$ cat config.mk
export PLATFORM = sky130hd
export DESIGN_NAME = gpo_timed_scheduler_flat
export DESIGN_NICKNAME = d
export VERILOG_FILES = /design/src/rtl/gpo_sched_pkg.sv /design/src/rtl/gpo_timed_scheduler_if.sv /design/src/rtl/gpo_sched_fifo.sv /design/src/rtl/gpo_timed_scheduler.sv /design/src/flat_wrapper.sv
export SDC_FILE = /design/constraint.sdc
export NUM_CORES = 2
export LEC_CHECK = 0
export ABC_AREA = 1
export CAP_MARGIN = 20
export CELL_PAD_IN_SITES_DETAIL_PLACEMENT = 1
export CELL_PAD_IN_SITES_GLOBAL_PLACEMENT = 2
export CORE_MARGIN = 1.5
export CORE_UTILIZATION = 35
export DETAILED_ROUTE_END_ITERATION = 8
export PLACE_DENSITY = 0.78
export REMOVE_ABC_BUFFERS = 1
export SKIP_CTS_REPAIR_TIMING = 1
export SYNTH_ARGS = -nofsm -noshare
export SYNTH_HDL_FRONTEND = slang
export SYNTH_SLANG_ARGS = --single-unit
$ cat constraint.sdc
create_clock -name CLK100MHZ -period 7.95 [get_ports CLK100MHZ]
set_clock_uncertainty 0.1 [all_clocks]
set_input_delay 1.1925 -clock CLK100MHZ [delete_from_list [all_inputs] [get_ports CLK100MHZ]]
set_output_delay 1.1925 -clock CLK100MHZ [all_outputs]
set_load 0.01 [all_outputs]
$ cat src/rtl/gpo_sched_pkg.sv
// Shared types for the timestamped GPO scheduler: entry layout and FSM encoding.
// Widths here fix the default entry format used by the FIFO and staging register.
package gpo_sched_pkg;

   localparam int TS_W   = 64;
   localparam int DATA_W = 64;

   typedef struct packed {
      logic [TS_W-1:0]   ts;
      logic [DATA_W-1:0] val;
   } gpo_entry_t;

   typedef enum logic [1:0] {
      IDLE = 2'd0,
      LOAD = 2'd1,
      WAIT = 2'd2,
      FIRE = 2'd3
   } sched_state_t;

endpackage

$ cat src/rtl/gpo_timed_scheduler_if.sv
// Control/data/status bundle between the distribution logic, timer and the scheduler.
// master drives writes, timer and core strobes; slave is the scheduler itself.
interface gpo_timed_scheduler_if #(
   parameter int FIFO_DEPTH = 16,
   parameter int TS_WIDTH   = 64,
   parameter int DATA_WIDTH = 64
);
   localparam int CNT_W = $clog2(FIFO_DEPTH) + 1;

   logic                           enable;
   logic                           flush;
   logic                           wr_en;
   logic [TS_WIDTH+DATA_WIDTH-1:0] wr_data;
   logic [TS_WIDTH-1:0]            counter_value;
   logic                           core_busy_error;
   logic                           core_overrided;
   logic                           clear_error;
   logic                           counter_matched;
   logic [TS_WIDTH+DATA_WIDTH-1:0] gpo_in;
   logic                           full;
   logic                           empty;
   logic [CNT_W-1:0]               fifo_count;
   logic                           late_error;
   logic                           overflow_error;
   logic                           busy_error_flag;
   logic                           override_flag;
   logic [15:0]                    late_count;

   modport master (
      output enable, flush, wr_en, wr_data, counter_value,
             core_busy_error, core_overrided, clear_error,
      input  counter_matched, gpo_in, full, empty, fifo_count,
             late_error, overflow_error, busy_error_flag, override_flag, late_count
   );

   modport slave (
      input  enable, flush, wr_en, wr_data, counter_value,
             core_busy_error, core_overrided, clear_error,
      output counter_matched, gpo_in, full, empty, fifo_count,
             late_error, overflow_error, busy_error_flag, override_flag, late_count
   );

endinterface

$ cat src/rtl/gpo_sched_fifo.sv
// Synchronous entry FIFO with occupancy count; writes visible in count next cycle.
// Writes while full are dropped (drop_o); flush empties it and wins over push/pop.
module gpo_sched_fifo #(
   parameter int DEPTH = 16,
   parameter int WIDTH = 128
) (
   input  logic                       clk,
   input  logic                       rst,
   input  logic                       flush_i,
   input  logic                       push_i,
   input  logic                       pop_i,
   input  logic [WIDTH-1:0]           wdata_i,
   output logic [WIDTH-1:0]           rdata_o,
   output logic                       full_o,
   output logic                       empty_o,
   output logic [$clog2(DEPTH):0]     count_o,
   output logic                       drop_o
);

   localparam int PW    = $clog2(DEPTH);
   localparam int CNT_W = PW + 1;

   logic [WIDTH-1:0] mem [DEPTH];
   logic [PW-1:0]    wr_ptr_q, wr_ptr_d;
   logic [PW-1:0]    rd_ptr_q, rd_ptr_d;
   logic [CNT_W-1:0] count_q, count_d;
   logic             push_ok, pop_ok;

   assign full_o  = (count_q == CNT_W'(DEPTH));
   assign empty_o = (count_q == '0);
   assign count_o = count_q;
   assign rdata_o = mem[rd_ptr_q];

   // Full is judged before any same-cycle pop, so a write at full is always lost.
   assign push_ok = push_i && !full_o && !flush_i;
   assign pop_ok  = pop_i && !empty_o && !flush_i;
   assign drop_o  = push_i && full_o && !flush_i;

   always_comb begin
      wr_ptr_d = wr_ptr_q;
      rd_ptr_d = rd_ptr_q;
      count_d  = count_q;
      if (flush_i) begin
         wr_ptr_d = '0;
         rd_ptr_d = '0;
         count_d  = '0;
      end else begin
         if (push_ok) wr_ptr_d = wr_ptr_q + PW'(1);
         if (pop_ok)  rd_ptr_d = rd_ptr_q + PW'(1);
         case ({push_ok, pop_ok})
            2'b10:   count_d = count_q + CNT_W'(1);
            2'b01:   count_d = count_q - CNT_W'(1);
            default: count_d = count_q;
         endcase
      end
   end

   always_ff @(posedge clk or posedge rst) begin
      if (rst) begin
         wr_ptr_q <= '0;
         rd_ptr_q <= '0;
         count_q  <= '0;
      end else begin
         wr_ptr_q <= wr_ptr_d;
         rd_ptr_q <= rd_ptr_d;
         count_q  <= count_d;
      end
   end

   always_ff @(posedge clk) begin
      if (push_ok) mem[wr_ptr_q] <= wdata_i;
   end

endmodule

$ cat src/rtl/gpo_timed_scheduler.sv
// Timestamped GPO sequencer: buffers entries, fires each when the timer reaches its ts.
// Fire strobe is registered; an already-due entry fires 4 cycles after its write.
module gpo_timed_scheduler
   import gpo_sched_pkg::*;
#(
   parameter int FIFO_DEPTH = 16,
   parameter int TS_WIDTH   = TS_W,
   parameter int DATA_WIDTH = DATA_W
) (
   input logic                CLK100MHZ,
   input logic                reset,
   gpo_timed_scheduler_if.slave bus
);

   localparam int CNT_W = $clog2(FIFO_DEPTH) + 1;
   localparam int ENT_W = TS_WIDTH + DATA_WIDTH;

   sched_state_t     state_q, state_d;
   gpo_entry_t       stage_q, stage_d;
   logic             cm_q, cm_d;
   logic             late_error_q, late_error_d;
   logic             overflow_q, overflow_d;
   logic             busy_q, busy_d;
   logic             ovr_q, ovr_d;
   logic [15:0]      late_count_q, late_count_d;

   logic [ENT_W-1:0] head;
   logic             fifo_full, fifo_empty, fifo_drop;
   logic [CNT_W-1:0] fifo_count;
   logic             pop, due, late, late_ev;

   gpo_sched_fifo #(
      .DEPTH (FIFO_DEPTH),
      .WIDTH (ENT_W)
   ) u_fifo (
      .clk     (CLK100MHZ),
      .rst     (reset),
      .flush_i (bus.flush),
      .push_i  (bus.wr_en),
      .pop_i   (pop),
      .wdata_i (bus.wr_data),
      .rdata_o (head),
      .full_o  (fifo_full),
      .empty_o (fifo_empty),
      .count_o (fifo_count),
      .drop_o  (fifo_drop)
   );

   assign due  = (bus.counter_value >= stage_q.ts);
   assign late = (bus.counter_value >  stage_q.ts);

   always_ff @(posedge CLK100MHZ or posedge reset) begin
      if (reset) state_q <= IDLE;
      else       state_q <= state_d;
   end

   always_comb begin
      state_d = state_q;
      if (bus.flush) begin
         state_d = IDLE;
      end else begin
         case (state_q)
            IDLE: if (bus.enable && !fifo_empty) state_d = LOAD;
            LOAD: state_d = WAIT;
            WAIT: if (bus.enable && due) state_d = FIRE;
            FIRE: state_d = (bus.enable && !fifo_empty) ? LOAD : IDLE;
            default: state_d = IDLE;
         endcase
      end
   end

   // A flushed WAIT aborts silently, so it must not count as a late fire either.
   always_comb begin
      pop     = (state_q == LOAD) && !bus.flush;
      late_ev = (state_q == WAIT) && !bus.flush && bus.enable && late;
      cm_d    = (state_d == FIRE);
      stage_d = pop ? gpo_entry_t'(head) : stage_q;
   end

   always_comb begin
      late_error_d = late_ev         | (late_error_q & ~bus.clear_error);
      overflow_d   = fifo_drop       | (overflow_q   & ~bus.clear_error);
      busy_d       = bus.core_busy_error | (busy_q   & ~bus.clear_error);
      ovr_d        = bus.core_overrided  | (ovr_q    & ~bus.clear_error);
      late_count_d = late_count_q;
      if (bus.clear_error)
         late_count_d = late_ev ? 16'd1 : 16'd0;
      else if (late_ev && late_count_q != 16'hFFFF)
         late_count_d = late_count_q + 16'd1;
   end

   always_ff @(posedge CLK100MHZ or posedge reset) begin
      if (reset) begin
         stage_q      <= '0;
         cm_q         <= 1'b0;
         late_error_q <= 1'b0;
         overflow_q   <= 1'b0;
         busy_q       <= 1'b0;
         ovr_q        <= 1'b0;
         late_count_q <= '0;
      end else begin
         stage_q      <= stage_d;
         cm_q         <= cm_d;
         late_error_q <= late_error_d;
         overflow_q   <= overflow_d;
         busy_q       <= busy_d;
         ovr_q        <= ovr_d;
         late_count_q <= late_count_d;
      end
   end

   assign bus.counter_matched = cm_q;
   assign bus.gpo_in          = stage_q;
   assign bus.full            = fifo_full;
   assign bus.empty           = fifo_empty;
   assign bus.fifo_count      = fifo_count;
   assign bus.late_error      = late_error_q;
   assign bus.overflow_error  = overflow_q;
   assign bus.busy_error_flag = busy_q;
   assign bus.override_flag   = ovr_q;
   assign bus.late_count      = late_count_q;

endmodule

$ cat src/flat_wrapper.sv
// flat-port wrapper written by rule: the top's interface ports become plain ports
module gpo_timed_scheduler_flat import gpo_sched_pkg::*;
#(
   parameter int FIFO_DEPTH = 16,
   parameter int TS_WIDTH   = TS_W,
   parameter int DATA_WIDTH = DATA_W
)
  (CLK100MHZ, reset, bus_enable, bus_flush, bus_wr_en, bus_wr_data, bus_counter_value, bus_core_busy_error, bus_core_overrided, bus_clear_error, bus_counter_matched, bus_gpo_in, bus_full, bus_empty, bus_fifo_count, bus_late_error, bus_overflow_error, bus_busy_error_flag, bus_override_flag, bus_late_count);
  gpo_timed_scheduler_if #(.FIFO_DEPTH(FIFO_DEPTH), .TS_WIDTH(TS_WIDTH), .DATA_WIDTH(DATA_WIDTH)) bus_i ();
  input logic CLK100MHZ;
  input logic reset;
  input wire logic [$bits(bus_i.enable)-1:0] bus_enable;
  input wire logic [$bits(bus_i.flush)-1:0] bus_flush;
  input wire logic [$bits(bus_i.wr_en)-1:0] bus_wr_en;
  input wire logic [$bits(bus_i.wr_data)-1:0] bus_wr_data;
  input wire logic [$bits(bus_i.counter_value)-1:0] bus_counter_value;
  input wire logic [$bits(bus_i.core_busy_error)-1:0] bus_core_busy_error;
  input wire logic [$bits(bus_i.core_overrided)-1:0] bus_core_overrided;
  input wire logic [$bits(bus_i.clear_error)-1:0] bus_clear_error;
  output wire logic [$bits(bus_i.counter_matched)-1:0] bus_counter_matched;
  output wire logic [$bits(bus_i.gpo_in)-1:0] bus_gpo_in;
  output wire logic [$bits(bus_i.full)-1:0] bus_full;
  output wire logic [$bits(bus_i.empty)-1:0] bus_empty;
  output wire logic [$bits(bus_i.fifo_count)-1:0] bus_fifo_count;
  output wire logic [$bits(bus_i.late_error)-1:0] bus_late_error;
  output wire logic [$bits(bus_i.overflow_error)-1:0] bus_overflow_error;
  output wire logic [$bits(bus_i.busy_error_flag)-1:0] bus_busy_error_flag;
  output wire logic [$bits(bus_i.override_flag)-1:0] bus_override_flag;
  output wire logic [$bits(bus_i.late_count)-1:0] bus_late_count;
  assign bus_i.enable = bus_enable;
  assign bus_i.flush = bus_flush;
  assign bus_i.wr_en = bus_wr_en;
  assign bus_i.wr_data = bus_wr_data;
  assign bus_i.counter_value = bus_counter_value;
  assign bus_i.core_busy_error = bus_core_busy_error;
  assign bus_i.core_overrided = bus_core_overrided;
  assign bus_i.clear_error = bus_clear_error;
  assign bus_counter_matched = bus_i.counter_matched;
  assign bus_gpo_in = bus_i.gpo_in;
  assign bus_full = bus_i.full;
  assign bus_empty = bus_i.empty;
  assign bus_fifo_count = bus_i.fifo_count;
  assign bus_late_error = bus_i.late_error;
  assign bus_overflow_error = bus_i.overflow_error;
  assign bus_busy_error_flag = bus_i.busy_error_flag;
  assign bus_override_flag = bus_i.override_flag;
  assign bus_late_count = bus_i.late_count;
  gpo_timed_scheduler #(.FIFO_DEPTH(FIFO_DEPTH), .TS_WIDTH(TS_WIDTH), .DATA_WIDTH(DATA_WIDTH)) u_core (.CLK100MHZ(CLK100MHZ), .reset(reset), .bus(bus_i));
endmodule
# Yosys cells after proc, flatten, opt, wreduce, memory -nomap -nowiden
# Memories as Yosys holds them, arrays and structs flattened. A register that Yosys moved wholly into a read port is not among the register bits.
# Cells that the tools add are included.
# Widths: inputs -> output; s select.
word_totals:
  input_bits: 200
  ram_bits: 2048
  regBits: 36
  word_cells: 73
  output_inout_bits: 156
  memories: 1
op_classes:
  add_sub_neg: 5
  order_cmp: 2
  mux: 16
  eq_ne: 8
  bitwise_logic: 9
  reduce_logical: 22
memory_table:
  columns: ["name", "words", "width", "read_ports", "rd_ports_with_merged_regs", "write_ports", "line", "source"]
  rows:
  - ["u_core.u_fifo.mem", 16, 128, 1, 1, 1, "gpo_sched_fifo.sv:23", "logic [WIDTH-1:0] mem [DEPTH];"]
ops:
  columns: ["op", "n"]
  rows:
  - ["$ge 64x64->1", 1]
  - ["$gt 64x64->1", 1]
  - ["$mux 16", 2]
  - ["$add 16x1->16 const B", 1]
  - ["$mux 4", 4]
  - ["$ne 16x16->1 const B", 1]
  - ["$logic_and 1x1->1", 13]
  - ["$pmux 5 s2", 1]
  - ["$add 4x1->4 const B", 2]
  - ["$eq 2x2->1 const B", 4]
  - ["$pmux 2 s4", 1]
  - ["$mux 2", 3]
  - ["$reduce_bool 2->1", 3]
  - ["$add 5x1->5 const B", 1]
  - ["$eq 5x5->1 const B", 1]
  - ["$logic_not 5->1", 1]
  - ["$mux 5", 1]
  - ["$sub 5x1->5 const B", 1]
  - ["$and 1x1->1", 4]
  - ["$eq 2x1->1 const B", 2]
  - ["$mux 1", 4]
  - ["$or 1x1->1", 4]
  - ["$logic_not 1->1", 3]
  - ["$reduce_bool 3->1", 1]
  - ["2 further kinds", 2]

# Logic depth before layout (Yosys ltp)
logic_depth:
  word_depth: 7
  mapped_depth: 21
  mapped_depth_nobuf: 21

# Hierarchy
# Synthesis repeated with hierarchy kept, for this count alone.
unflattened:
  cells_unflattened: 6898
  area_unflattened_um2: 88386.0
modules_own_cells:
  columns: ["module", "seq_area_each_um2", "n_inst", "area_each_um2", "cells_each"]
  rows:
  - ["gpo_sched_fifo", 61824.3, 1, 80626.1, 5954]
  - ["gpo_timed_scheduler", 3778.6, 1, 7759.9, 944]

# Worst setup path after synthesis
# Ideal clock, no wire load.
synth_timing:
  kind: "input to register"
  start: "in bus_wr_en"
  end: "mem u_core.u_fifo.mem[0][0] (enable)"
  path_stages: 6
  arrival_time_ns: 6.963
  setup_time_ns: 0.617
  path_slack_ns: 0.271
  cell_sequence: "nand2_1 > inv_1 > nand2_1 > inv_1 > nand2_1 > nor2_1"
synth_between:
  elab_chain_cells: 4
synth_lines:
  columns: ["item", "line", "source"]
  rows:
  - ["start, declared", "flat_wrapper.sv:14", "input wire logic [$bits(bus_i.wr_en)-1:0] bus_wr_en;"]
  - ["$logic_and 1x1->1 (2 in series)", "gpo_sched_fifo.sv:35", "assign push_ok = push_i && !full_o && !flush_i;"]
  - ["$mux 1", "gpo_sched_fifo.sv:71", "if (push_ok) mem[wr_ptr_q] <= wdata_i;"]
  - ["$mux 1 (not written as such)", "gpo_sched_fifo.sv:71", null]
  - ["end, declared", "gpo_sched_fifo.sv:23", null]
# No other way between the ends.

# Worst setup path after layout
layout_timing:
  start: "in bus_flush"
  end: "reg u_core.u_fifo.count_q[4], in the netlist u_core.u_fifo.count_o[4]"
layout_between:
  elab_chain_cells: 7
  word_cells_on_any_way: 10
layout_lines:
  columns: ["item", "line", "source"]
  rows:
  - ["start, declared", "flat_wrapper.sv:13", "input wire logic [$bits(bus_i.flush)-1:0] bus_flush;"]
  - ["$logic_not 1->1", "gpo_sched_fifo.sv:35, gpo_sched_fifo.sv:36, gpo_timed_scheduler.sv:74", null]
  - ["$logic_and 1x1->1", "gpo_timed_scheduler.sv:74", "pop = (state_q == LOAD) && !bus.flush;"]
  - ["$logic_and 1x1->1 (2 in series)", "gpo_sched_fifo.sv:36", "assign pop_ok = pop_i && !empty_o && !flush_i;"]
  - ["$eq 2x1->1 or $eq 2x2->1 (tied branches)", "gpo_sched_fifo.sv:50", "case ({push_ok, pop_ok})"]
  - ["$pmux 5 s2", "gpo_sched_fifo.sv:50", null]
  - ["$mux 5", "gpo_sched_fifo.sv:43", "if (flush_i) begin"]
  - ["end signal, assigned", "gpo_sched_fifo.sv:66", "count_q <= count_d;"]
  - ["end, declared", "gpo_sched_fifo.sv:26", "logic [CNT_W-1:0] count_q, count_d;"]
# Parallel ways exist; a longest one is shown, timed or not.
# A chain may end at the register's enable or synchronous reset.

==> impl_metrics.yaml <==
logic_synthesis:
  synthArstFlopShare_pct: 7.41
  synth_common_cells: "edfxtp_1 (2048), nor2_1 (1314), o21ai_0 (1160), o22ai_1 (533), nand2_1 (337)"
  synth.most_common_cell: "edfxtp_1"
  synthCells: 6643
  seq_area_frac_synth_pct: 75.1
  ys.flop_type: "edfxtp_1"
  yosysTopAreaCellShare_pct: 70.4
  synth.distinct_cells: 52
  yosysTopAreaCell: "edfxtp_1"
  ys.warnings.count: 0
  synth-seq-cells: 2212
  synth_edf_count: 2048
  syn_area_um2: 87300
  yosys-top-cells-area: "edfxtp_1 (70%), o21ai_0 (6.6%), nor2_1 (5.6%)"
  synth_area_per_cell_um2: 13.1
sta:
  hold_viol_final: 0
  max_slew_margin_pct: -14.3
  layout_min_cycle_time_ns: 4.58
  worstMarginPinSlew_ns: 1.71
  min_period_over_period_pct: 57.6
  finalSetupViolCount: 0
  whs_ns: 0.382
  timing.fmax_mhz: 218
  rsz0062_at_grt: "false"
  slew_violations: 177
power:
  switchingPower_mw: 9.02
  p_sw_share_pct: 29.6
  vdd_drop_max_mv: 0.334
  clockPowerShare_pct: 35.9
  power.total_mw: 30.5
  power_frac_seq_pct: 44.2
  power_density_nw_per_um2: 300
  p_comb_share_pct: 19.9
  internal_power_mw: 21.5
  power.leakage_nw: 33.7
clock_network:
  cts.sinks: 2212
  cts.clk_slew.worst_paths_ns: 0.06
  numCtsBuffers: 232
  cts_max_level: 4
  clk_path_buf_depth: 3
  insertion_delay_ns: 0.89
  cts_root_buf: "clkbuf_16"
  cts_tree: "yes"
hold_path:
  holdCritPathClass: "register to register"
place:
  gp_congestion: 0.779
  io_buffers: 355
  post-dp-hpwl_um: 140000
  dpl.cell_count: 9956
job:
  drv_cap: 0
floorplanning:
  ios: 356
  start_util_pct: 35.1
  dieArea_um2: 252000
  die_y_um: 502
  rows: 183
  core_um2: 248000
  die_w_um: 502
layout:
  regArea_um2: 65600
  nets: 7140
  drive_above_1_share_pct: 6.91
  fin_cells: 10400
  synthToLayoutAreaGrowth_pct: 16.5
  multiInputGateArea_um2: 19300
  n_fill_cell: 25600
global_routing:
  grt_use_total_pct: 21.2
  overflow: 0
  grt_max_degree: 366
  antenna_found_initial: 60
  grt_pass1_vias: 59500
  grt_pass1_wl_um: 400000
worst_setup_path:
  cp_data_required_time_ns: 8.61
  start_kind: "input port"
  cpPeakStageDelay_ns: 0.82
  cp_max_fo: 112
  critPathBufInv: 5
  path_common_cell: "nand2_1"
  endpoint_kind: "register"
  crit_arrival_ns: 5.24
  critical-path-top-delay-family: "buffers and inverters"
  slowest_stage: "inv_8"
  crit_chain: "clkdlybuf4s50_1 -> inv_2 -> nand2_4 -> inv_8 -> nand2_1 -> inv_1 -> nand2_2 -> inv_1 -> ha_1 -> nand2_1 -> nand2_1 -> a21oi_1 -> xor2_1 -> xor2_1 -> o22ai_1"
  crit_type: "input port to register"
routing:
  drc: 0
  routed_wl_um: 273000
  drt_pass1_iterations: 5
  viasPerCell: 5.48
  antenna_left: 0
  wl_met1_um: 121000
  drt_iter0_drc: 4636
  highest_layer: "met5"
  vias: 57100
  wl_met2_um: 128000
  wl_met3_um: 17300
  routedWlPerCell_um: 26.2
status:
  status: "finished, violations left"
  violations: "max-slew violations"
==> registers in the layout, indices dropped and copies added (netlist names) <==
name	cells
u_core.u_fifo.rd_ptr_q	4
u_core.u_fifo.wr_ptr_q	4
u_core.bus.counter_matched	1
u_core.bus.overflow_error	1
u_core.bus.late_count	16
u_core.u_fifo.count_o	5
u_core.bus.gpo_in	128
u_core.bus.busy_error_flag	1
u_core.bus.override_flag	1
u_core.state_q	2
u_core.u_fifo.mem	2048
u_core.bus.late_error	1
==> layout make-up <==
cell class                 instances  area share (%)
antenna                           16          0.0393
clock buffer                     303            6.15
clock inverter                   134            1.41
inverter                         116           0.497
multi-input combinational       3859            18.9
sequential                      2212            64.5
tap                             3330            4.09
timing repair buffer             441            4.40
==> path summary, 6_finish.rpt <==
path / to / cells past startpoint / startpoint / slack, ns
worst min-delay path: u_core.bus.busy_error_flag$_DFF_PP0_ / 1 / u_core.bus.busy_error_flag$_DFF_PP0_ / 0.38
max in group asynchronous: u_core.bus.gpo_in[17]$_DFFE_PP0P_ / 3 / reset / 5.63
min in group asynchronous: u_core.bus.gpo_in[92]$_DFFE_PP0P_ / 2 / reset / 0.70
worst max register to register: u_core.bus.gpo_in[3]$_DFFE_PP0P_ / 8 / u_core.u_fifo.rd_ptr_q[0]$_DFFE_PP0P_ / 3.57
worst max-delay path: u_core.u_fifo.count_o[4]$_DFFE_PP0P_ / 15 / bus_flush / 3.37
worst min register to register: u_core.bus.busy_error_flag$_DFF_PP0_ / 1 / u_core.bus.busy_error_flag$_DFF_PP0_ / 0.38
==> logic make-up (layout without fill, tap and decap cells) <==
group	count (synthesis)	after routing	synth area share (%)
AOI/OAI and AO/OA	2033	2033	13.0
xor gates and xnor gates	12	12	0.120
adders and majority gates	78	78	1.13
buffers and inverters	572	994	2.95
other	0	16	0
and+or+nand+nor	1736	1736	7.70
DFF	2212	2212	75.1
==> layout by cell type, fill, tap and decap left out, types with 6 or more instances in the layout <==
cell and instances:
edfxtp_1 2048, nor2_1 1298, o21ai_0 1160, o22ai_1 533, clkdlybuf4s50_1 355, nand2_1 336
clkbuf_16 234, dfrtp_1 160, o21ai_1 147, inv_1 107, ha_1 77, buf_4 64
o221ai_1 58, clkbuf_1 55, a21oi_1 51, nand3_1 46, clkinv_1 46, clkinv_2 40
a31oi_1 25, bufinv_16 23, buf_12 19, nor2_4 18, diode_2 16, clkbuf_8 14
nand2_2 12, o31ai_2 12, o32ai_1 11, o21bai_1 10, xor2_1 8, inv_6 7
clkinvlp_4 7, clkinv_16 6, nor3_1 6
==> metrics by stage <==
step                worst slack, ns  cell area (um2)  setup TNS (ns)  utilization [%]
floorplan                    -22.98            85200        -2967.13                -
global placement               2.60            94000               0             37.8
detailed placement             2.47            94000               0             37.8
CTS                            3.44           102000               0             40.9
global route                   3.12           102000               0             41.0
finish                         3.37           102000               0             41.0
==> per-layer routing <==
metal / track usage [%] / up-vias
met5: 0 / -
met4: 5.69 / 50
met3: 4.07 / 411
met2: 34.3 / 1591
met1: 29.3 / 29900
li1: - / 25100
==> power by group through the flow <==
stage	logic, mW	clock network (mW)	registers [mW]
4_1_cts	6.13	11.2	13.5
3_5_place_dp	6.08	0	13.7
6_report	6.06	11.0	13.5
3_3_place_gp	5.89	0	13.7
5_1_grt	6.72	11.6	13.5
2_1_floorplan	2.87	0	14.1
Power figures use the tool's default switching activity.
